<file path="src/rtl/pipe_reg_fd_ctl.sv">
// Fetch-to-decode pipeline register with stall/bubble control, a valid flag,
// saturating stall/bubble cycle counters and a sticky stall+bubble conflict flag.
module pipe_reg_fd_ctl #(
  parameter int                WORD_W      = 64,
  parameter int                STAT_W      = 3,
  parameter int                CNT_W       = 16,
  parameter logic [3:0]        NOP_ICODE   = 4'h1,
  parameter logic [3:0]        RNONE       = 4'hF,
  parameter logic [STAT_W-1:0] BUBBLE_STAT = STAT_W'(1)
) (
  input  logic              clk,
  input  logic              rst,
  input  logic [STAT_W-1:0] f_stat,
  input  logic [3:0]        f_icode,
  input  logic [3:0]        f_ifun,
  input  logic [3:0]        f_rA,
  input  logic [3:0]        f_rB,
  input  logic [WORD_W-1:0] f_valC,
  input  logic [WORD_W-1:0] f_valP,
  input  logic              D_stall,
  input  logic              D_bubble,
  output logic [STAT_W-1:0] D_stat,
  output logic [3:0]        D_icode,
  output logic [3:0]        D_ifun,
  output logic [3:0]        D_rA,
  output logic [3:0]        D_rB,
  output logic [WORD_W-1:0] D_valC,
  output logic [WORD_W-1:0] D_valP,
  output logic              D_valid,
  output logic [CNT_W-1:0]  stall_cnt,
  output logic [CNT_W-1:0]  bubble_cnt,
  output logic              ctl_err
);

  localparam int N_CNT   = 2;
  localparam int CNT_STL = 0;
  localparam int CNT_BUB = 1;

  logic [STAT_W-1:0] stat_q,  stat_d;
  logic [3:0]        icode_q, icode_d;
  logic [3:0]        ifun_q,  ifun_d;
  logic [3:0]        ra_q,    ra_d;
  logic [3:0]        rb_q,    rb_d;
  logic [WORD_W-1:0] valc_q,  valc_d;
  logic [WORD_W-1:0] valp_q,  valp_d;
  logic              valid_q, valid_d;
  logic              err_q,   err_d;

  logic [N_CNT-1:0][CNT_W-1:0] cnt_q, cnt_d;
  logic [N_CNT-1:0]            cnt_inc;
  logic [N_CNT-1:0]            cnt_sat;

  // A simultaneous bubble is dropped while stalled, so it is not counted either.
  assign cnt_inc[CNT_STL] = D_stall;
  assign cnt_inc[CNT_BUB] = D_bubble & ~D_stall;

  generate
    for (genvar gi = 0; gi < N_CNT; gi++) begin : g_cnt
      assign cnt_sat[gi] = &cnt_q[gi];
      always_comb begin
        cnt_d[gi] = cnt_q[gi];
        if (cnt_inc[gi] && !cnt_sat[gi]) begin
          cnt_d[gi] = cnt_q[gi] + 1'b1;
        end
      end
    end
  endgenerate

  always_comb begin
    stat_d  = stat_q;
    icode_d = icode_q;
    ifun_d  = ifun_q;
    ra_d    = ra_q;
    rb_d    = rb_q;
    valc_d  = valc_q;
    valp_d  = valp_q;
    valid_d = valid_q;
    err_d   = err_q | (D_stall & D_bubble);
    if (!D_stall) begin
      if (D_bubble) begin
        stat_d  = BUBBLE_STAT;
        icode_d = NOP_ICODE;
        ifun_d  = 4'h0;
        ra_d    = RNONE;
        rb_d    = RNONE;
        valc_d  = '0;
        valp_d  = '0;
        valid_d = 1'b0;
      end else begin
        stat_d  = f_stat;
        icode_d = f_icode;
        ifun_d  = f_ifun;
        ra_d    = f_rA;
        rb_d    = f_rB;
        valc_d  = f_valC;
        valp_d  = f_valP;
        valid_d = 1'b1;
      end
    end
  end

  // Reset loads the same NOP bubble that D_bubble injects.
  always_ff @(posedge clk) begin
    if (rst) begin
      stat_q  <= BUBBLE_STAT;
      icode_q <= NOP_ICODE;
      ifun_q  <= 4'h0;
      ra_q    <= RNONE;
      rb_q    <= RNONE;
      valc_q  <= '0;
      valp_q  <= '0;
      valid_q <= 1'b0;
      err_q   <= 1'b0;
      cnt_q   <= '0;
    end else begin
      stat_q  <= stat_d;
      icode_q <= icode_d;
      ifun_q  <= ifun_d;
      ra_q    <= ra_d;
      rb_q    <= rb_d;
      valc_q  <= valc_d;
      valp_q  <= valp_d;
      valid_q <= valid_d;
      err_q   <= err_d;
      cnt_q   <= cnt_d;
    end
  end

  assign D_stat     = stat_q;
  assign D_icode    = icode_q;
  assign D_ifun     = ifun_q;
  assign D_rA       = ra_q;
  assign D_rB       = rb_q;
  assign D_valC     = valc_q;
  assign D_valP     = valp_q;
  assign D_valid    = valid_q;
  assign stall_cnt  = cnt_q[CNT_STL];
  assign bubble_cnt = cnt_q[CNT_BUB];
  assign ctl_err    = err_q;

endmodule

</file>
<file path="config.mk">
export PLATFORM = sky130hd
export DESIGN_NAME = pipe_reg_fd_ctl
export DESIGN_NICKNAME = d
export VERILOG_FILES = /design/src/rtl/pipe_reg_fd_ctl.sv
export SDC_FILE = /design/constraint.sdc
export NUM_CORES = 1
export LEC_CHECK = 0
export ABC_AREA = 1
export CAP_MARGIN = 30
export CORE_ASPECT_RATIO = 0.6
export CORE_MARGIN = 5
export CORE_UTILIZATION = 55
export DETAILED_ROUTE_END_ITERATION = 8
export DONT_BUFFER_PORTS = 1
export PLACE_DENSITY = 0.81
export SETUP_SLACK_MARGIN = 0.5
export SYNTH_ARGS = -nofsm -noshare
export SYNTH_HDL_FRONTEND = slang
export SYNTH_SLANG_ARGS = --single-unit
</file>
<file path="constraint.sdc">
create_clock -name clk -period 1.8 [get_ports clk]
set_input_delay 0.36 -clock clk [delete_from_list [all_inputs] [get_ports clk]]
set_output_delay 0.36 -clock clk [all_outputs]
set_load 0.1 [all_outputs]
</file>
==> impl_metrics.yaml, run 1 <==
floorplanning:
  fp.dieH_um: 96.8
  fp.dieW_um: 155
  initial_utilization_pct: 56.7
  io_pins: 332
  rows: 31
synth:
  synth_area_um2: 6910
  yosysWarningCount: 0
  synthDistinctLibCells: 26
  syn_avg_cell_area_um2: 7.46
  ys_seq_elements: 181
  synth_nets: 1079
  syn_inst: 926
  ys_seq_area_share_pct: 52.5
placement:
  routabilityCongestion: 0.897
  place_hpwl_mm: 15.1
  portBuffers: 0
outcome:
  firstError: "[ERROR DPL-0038] Utilization greater than 100%, impossible to legalize"
  status: "stopped before the end"
  haltStage: "global routing (5_1_grt)"
clock_network:
  cts_made_buffers: 17
  clock-root-buffer: "clkbuf_16"
  clk_path_buf_depth: 2
  clock_sinks: 181
  htree_levels: 4
grt:
  grt_max_degree: 144
sta:
  worst_path_end_type: "register input"
  crit_endpoint: "bubble_cnt[14]$_SDFFE_PP0P_/D"
## Yosys cell counts (all sizes together)
master / n / area [um^2]
o21ai: 4 / 20.0
xor2: 1 / 8.76
clkinv: 1 / 5.00
a21oi: 163 / 816
nand4: 5 / 46.3
nor2: 80 / 353
nand3b: 3 / 22.5
buf: 28 / 161
inv: 23 / 86.3
dfxtp: 181 / 3620
nor3: 3 / 15.0
o21bai: 1 / 7.51
o22ai: 10 / 62.6
nand2: 361 / 1370
clkbuf: 28 / 105
ha: 2 / 25.0
nand3: 32 / 180
## what timing repair did
item                                   CTS
setup endpoints to repair              208
hold buffers                             2
gates cloned                             3
buffers inserted                        16
pin swaps                                4
resized for setup                      699
endpoints found under the hold margin    2
## cells by family after synthesis
logic type	Yosys count	synth area share (%)
AOI/OAI and AO/OA	178	13.1
xor gates and xnor gates	1	0.127
adders and majority gates	2	0.362
buffers and inverters	80	5.18
DFF	181	52.5
and+or+nand+nor	484	28.7
## per-stage QoR
step	std cells	util [%]	worst slack (ns)	hold slack (ns)	area [um^2]
4_1_cts	1274	96.7	0.428	0.000170	11800
2_1_floorplan	926	-	0.315	0.491	7180
3_3_place_gp	1221	70.1	0.393	0.438	8540
3_5_place_dp	1221	70.1	0.343	0.441	8540
==> run 2, diff against run 1 <==
--- a/config.mk
+++ b/config.mk
@@ -7,13 +7,11 @@
 export LEC_CHECK = 0
 export ABC_AREA = 1
 export CAP_MARGIN = 30
-export CORE_ASPECT_RATIO = 0.6
 export CORE_MARGIN = 5
-export CORE_UTILIZATION = 55
+export CORE_UTILIZATION = 40
 export DETAILED_ROUTE_END_ITERATION = 8
 export DONT_BUFFER_PORTS = 1
-export PLACE_DENSITY = 0.81
-export SETUP_SLACK_MARGIN = 0.5
+export PLACE_DENSITY_LB_ADDON = 0.15
 export SYNTH_ARGS = -nofsm -noshare
 export SYNTH_HDL_FRONTEND = slang
 export SYNTH_SLANG_ARGS = --single-unit
==> run 2 against run 1 <==
Effect of this change:
- synthesized area unchanged
- synthesized cell count stayed put
- the flow now finishes without violations
==> impl_metrics.yaml, run 2 <==
clock_network:
  htree_levels: 4
  clock-root-buffer: "clkbuf_16"
  hold_buffers: 1
  cts_tree: "yes"
  post_cts_resize_count: 0
  clkSlewWorstSetupHoldPaths_ns: 0.07
  clock_sinks: 181
  insertion_delay_ns: 0.42
  cts_made_buffers: 17
  post_cts_buffers: 0
  clk_path_buf_depth: 2
power_and_ir_drop:
  power.leakage_uw: 0.00372
  p_clk_share_pct: 40.4
  p_int_uw: 6600
  sw_frac_of_total_pct: 31.3
  power_frac_comb_pct: 16.2
  pwr-share-seq_pct: 43.4
  power_switching_uw: 3000
  max-vdd-ir-drop_mv: 0.643
  p_per_area_nw_per_um2: 1060
synth:
  synth-edff-count: 0
  syn_avg_cell_area_um2: 7.46
  ys_async_sr_fraction_pct: 0
  synthDistinctLibCells: 26
  synthMostInstantiatedCell: "nand2_1"
  yosysTopAreaCellShare_pct: 52.5
  yosys.area.top_type: "dfxtp_1"
  ys_seq_elements: 181
  synth_ff_type: "dfxtp_1"
  yosysWarningCount: 0
  syn_inst: 926
  ys_seq_area_share_pct: 52.5
  synth_area_um2: 6910
  synth_nets: 1079
  yosys-top-cells-area: "dfxtp_1, nand2_1, a21oi_1, nor2_1, nand3_1"
  synthTopCellsByCount: "nand2_1, dfxtp_1, a21oi_1"
placement:
  routabilityCongestion: 0.834
  place_area_um2: 8460
  portBuffers: 0
  dp_cells: 1283
  place_hpwl_mm: 15.1
grt:
  grt_first_pass_wirelength_mm: 33.4
  grt_max_degree: 144
  grt_overflow: 0
  grt_pass1_vias: 6071
  antenna_found_initial: 1
  grt_usage_pct: 21.1
drt:
  vias_per_cell: 4.86
  post_drt_wl_per_cell_um: 16.4
  drt_first_pass_iters: 5
  final_antenna_net_count: 0
  drt_iter0_markers: 393
  drc_errors: 0
  totalWireLength_mm: 21.6
  vias: 6400
sta:
  finalSetupTns_ns: 0
  hold_violations: 0
  relSlewSlack_pct: 51.6
  period_needed_ns: 1.58
  tightest_slew_ns: 0.724
  finClkSkew_ns: 0.0110
  max_freq_mhz: 634
  finalSetupViolCount: 0
  rsz0062_at_grt: "false"
  period_share_pct: 87.6
  slew_violations: 0
floorplanning:
  rows: 48
  initial_utilization_pct: 40.3
  die_area_um2: 20000
  fp.dieH_um: 141
  io_pins: 332
  fp.dieW_um: 141
  coreArea_um2: 17100
cells_and_area:
  fin_cells: 1317
  layout_commonest_cell: "nand2_1"
  layout_common_cells: "nand2_1, buf_4, a21oi_1, dfxtp_1, nor2_1"
  syn_to_final_growth_pct: 31.5
  final_net_count: 1231
  drive_above_1_share_pct: 25.6
  fin_area_um2: 9080
setup_path:
  cp-end-kind: "flop"
  path_class: "flop to flop"
  cp_max_fo: 4
  worstRegToRegCells: 8
  critPathLaunchType: "flop"
  required_ns: 2.12
  crit_arrival_ns: 1.90
flow_run:
  drv_cap: 0
outcome:
  status: "complete, no violations"
min_path:
  min_path_type: "primary input to flop"
  worstHoldPathCells: 1
run 2: cell counts after synthesis:
No cell type changed its count.
run 2: per-stage QoR:
step | util, % | power [uW] | setup slack (ns) | hold slack [ns]
floorplan | - | 5580 | 0.0957 | 0.491
global placement | 49.4 | 5810 | 0.256 | 0.439
detailed placement | 49.4 | 5820 | 0.233 | 0.442
CTS | 53.0 | 9710 | 0.220 | 0.0173
global route | 53.1 | 9950 | 0.0596 | 0.0138
finish | 53.1 | 9610 | 0.222 | 0.0541
run 2: cells by family (layout without fill, tap and decap cells):
logic type | after synthesis | after routing | share of synthesized area [%]
compound gates | 178 | 178 | 13.1
xor+xnor | 1 | 1 | 0.127
fa+ha+maj | 2 | 2 | 0.362
buf+inv | 80 | 245 | 5.18
flops | 181 | 181 | 52.5
other cells | 0 | 1 | 0
simple gates | 484 | 484 | 28.7
run 2: critical path: stages (launching register included):
cell and delay [ns]:
dfxtp_4 0.35, buf_4 0.30, nand3_1 0.20, nor2_4 0.15, nand2_1 0.12, nor2_1 0.16
nand3_1 0.09, nand2_1 0.07, nor2_1 0.03
run 2: final timing paths:
kind                                    from  slack (ns)                         end
hold / removal                           rst        0.05      D_ifun[2]$_SDFFE_PP0N_
hold reg to reg      D_valC[57]$_SDFFE_PP0N_        0.47     D_valC[57]$_SDFFE_PP0N_
setup / recovery  bubble_cnt[0]$_SDFFE_PP0P_        0.22  bubble_cnt[7]$_SDFFE_PP0P_
setup reg to reg  bubble_cnt[0]$_SDFFE_PP0P_        0.22  bubble_cnt[7]$_SDFFE_PP0P_
run 2: layer usage:
layer,wire [um],track usage [%]
met5,0,0
met4,605,8.48
met3,1990,8.53
met2,10400,34.0
met1,8590,25.0
run 2: area by class of cell:
class / count / area (um^2)
sequential: 181 / 3670
timing repair buffer: 189 / 1500
clock buffer: 19 / 453
antenna: 1 / 2.50
fill: 1698 / 8040
inverter: 24 / 91.3
clock inverter: 13 / 159
tap: 225 / 282
multi-input combinational: 665 / 2930
run 2: power groups by stage:
stage | clock network (uW) | registers [uW] | logic, uW
floorplan | 0 | 5260 | 320
global placement | 0 | 4260 | 1550
detailed placement | 0 | 4270 | 1550
CTS | 3970 | 4170 | 1560
global route | 4140 | 4180 | 1620
finish | 3880 | 4170 | 1560
Power figures use the tool's default switching activity.
==> run 3, diff against run 2 <==
--- a/config.mk
+++ b/config.mk
@@ -6,6 +6,7 @@
 export NUM_CORES = 1
 export LEC_CHECK = 0
 export ABC_AREA = 1
+export ABC_CLOCK_PERIOD_IN_PS = 1800
 export CAP_MARGIN = 30
 export CORE_MARGIN = 5
 export CORE_UTILIZATION = 40
==> results of run 3 <==
Same layout as run 2: the final DEF is identical, and so are final timing and power.
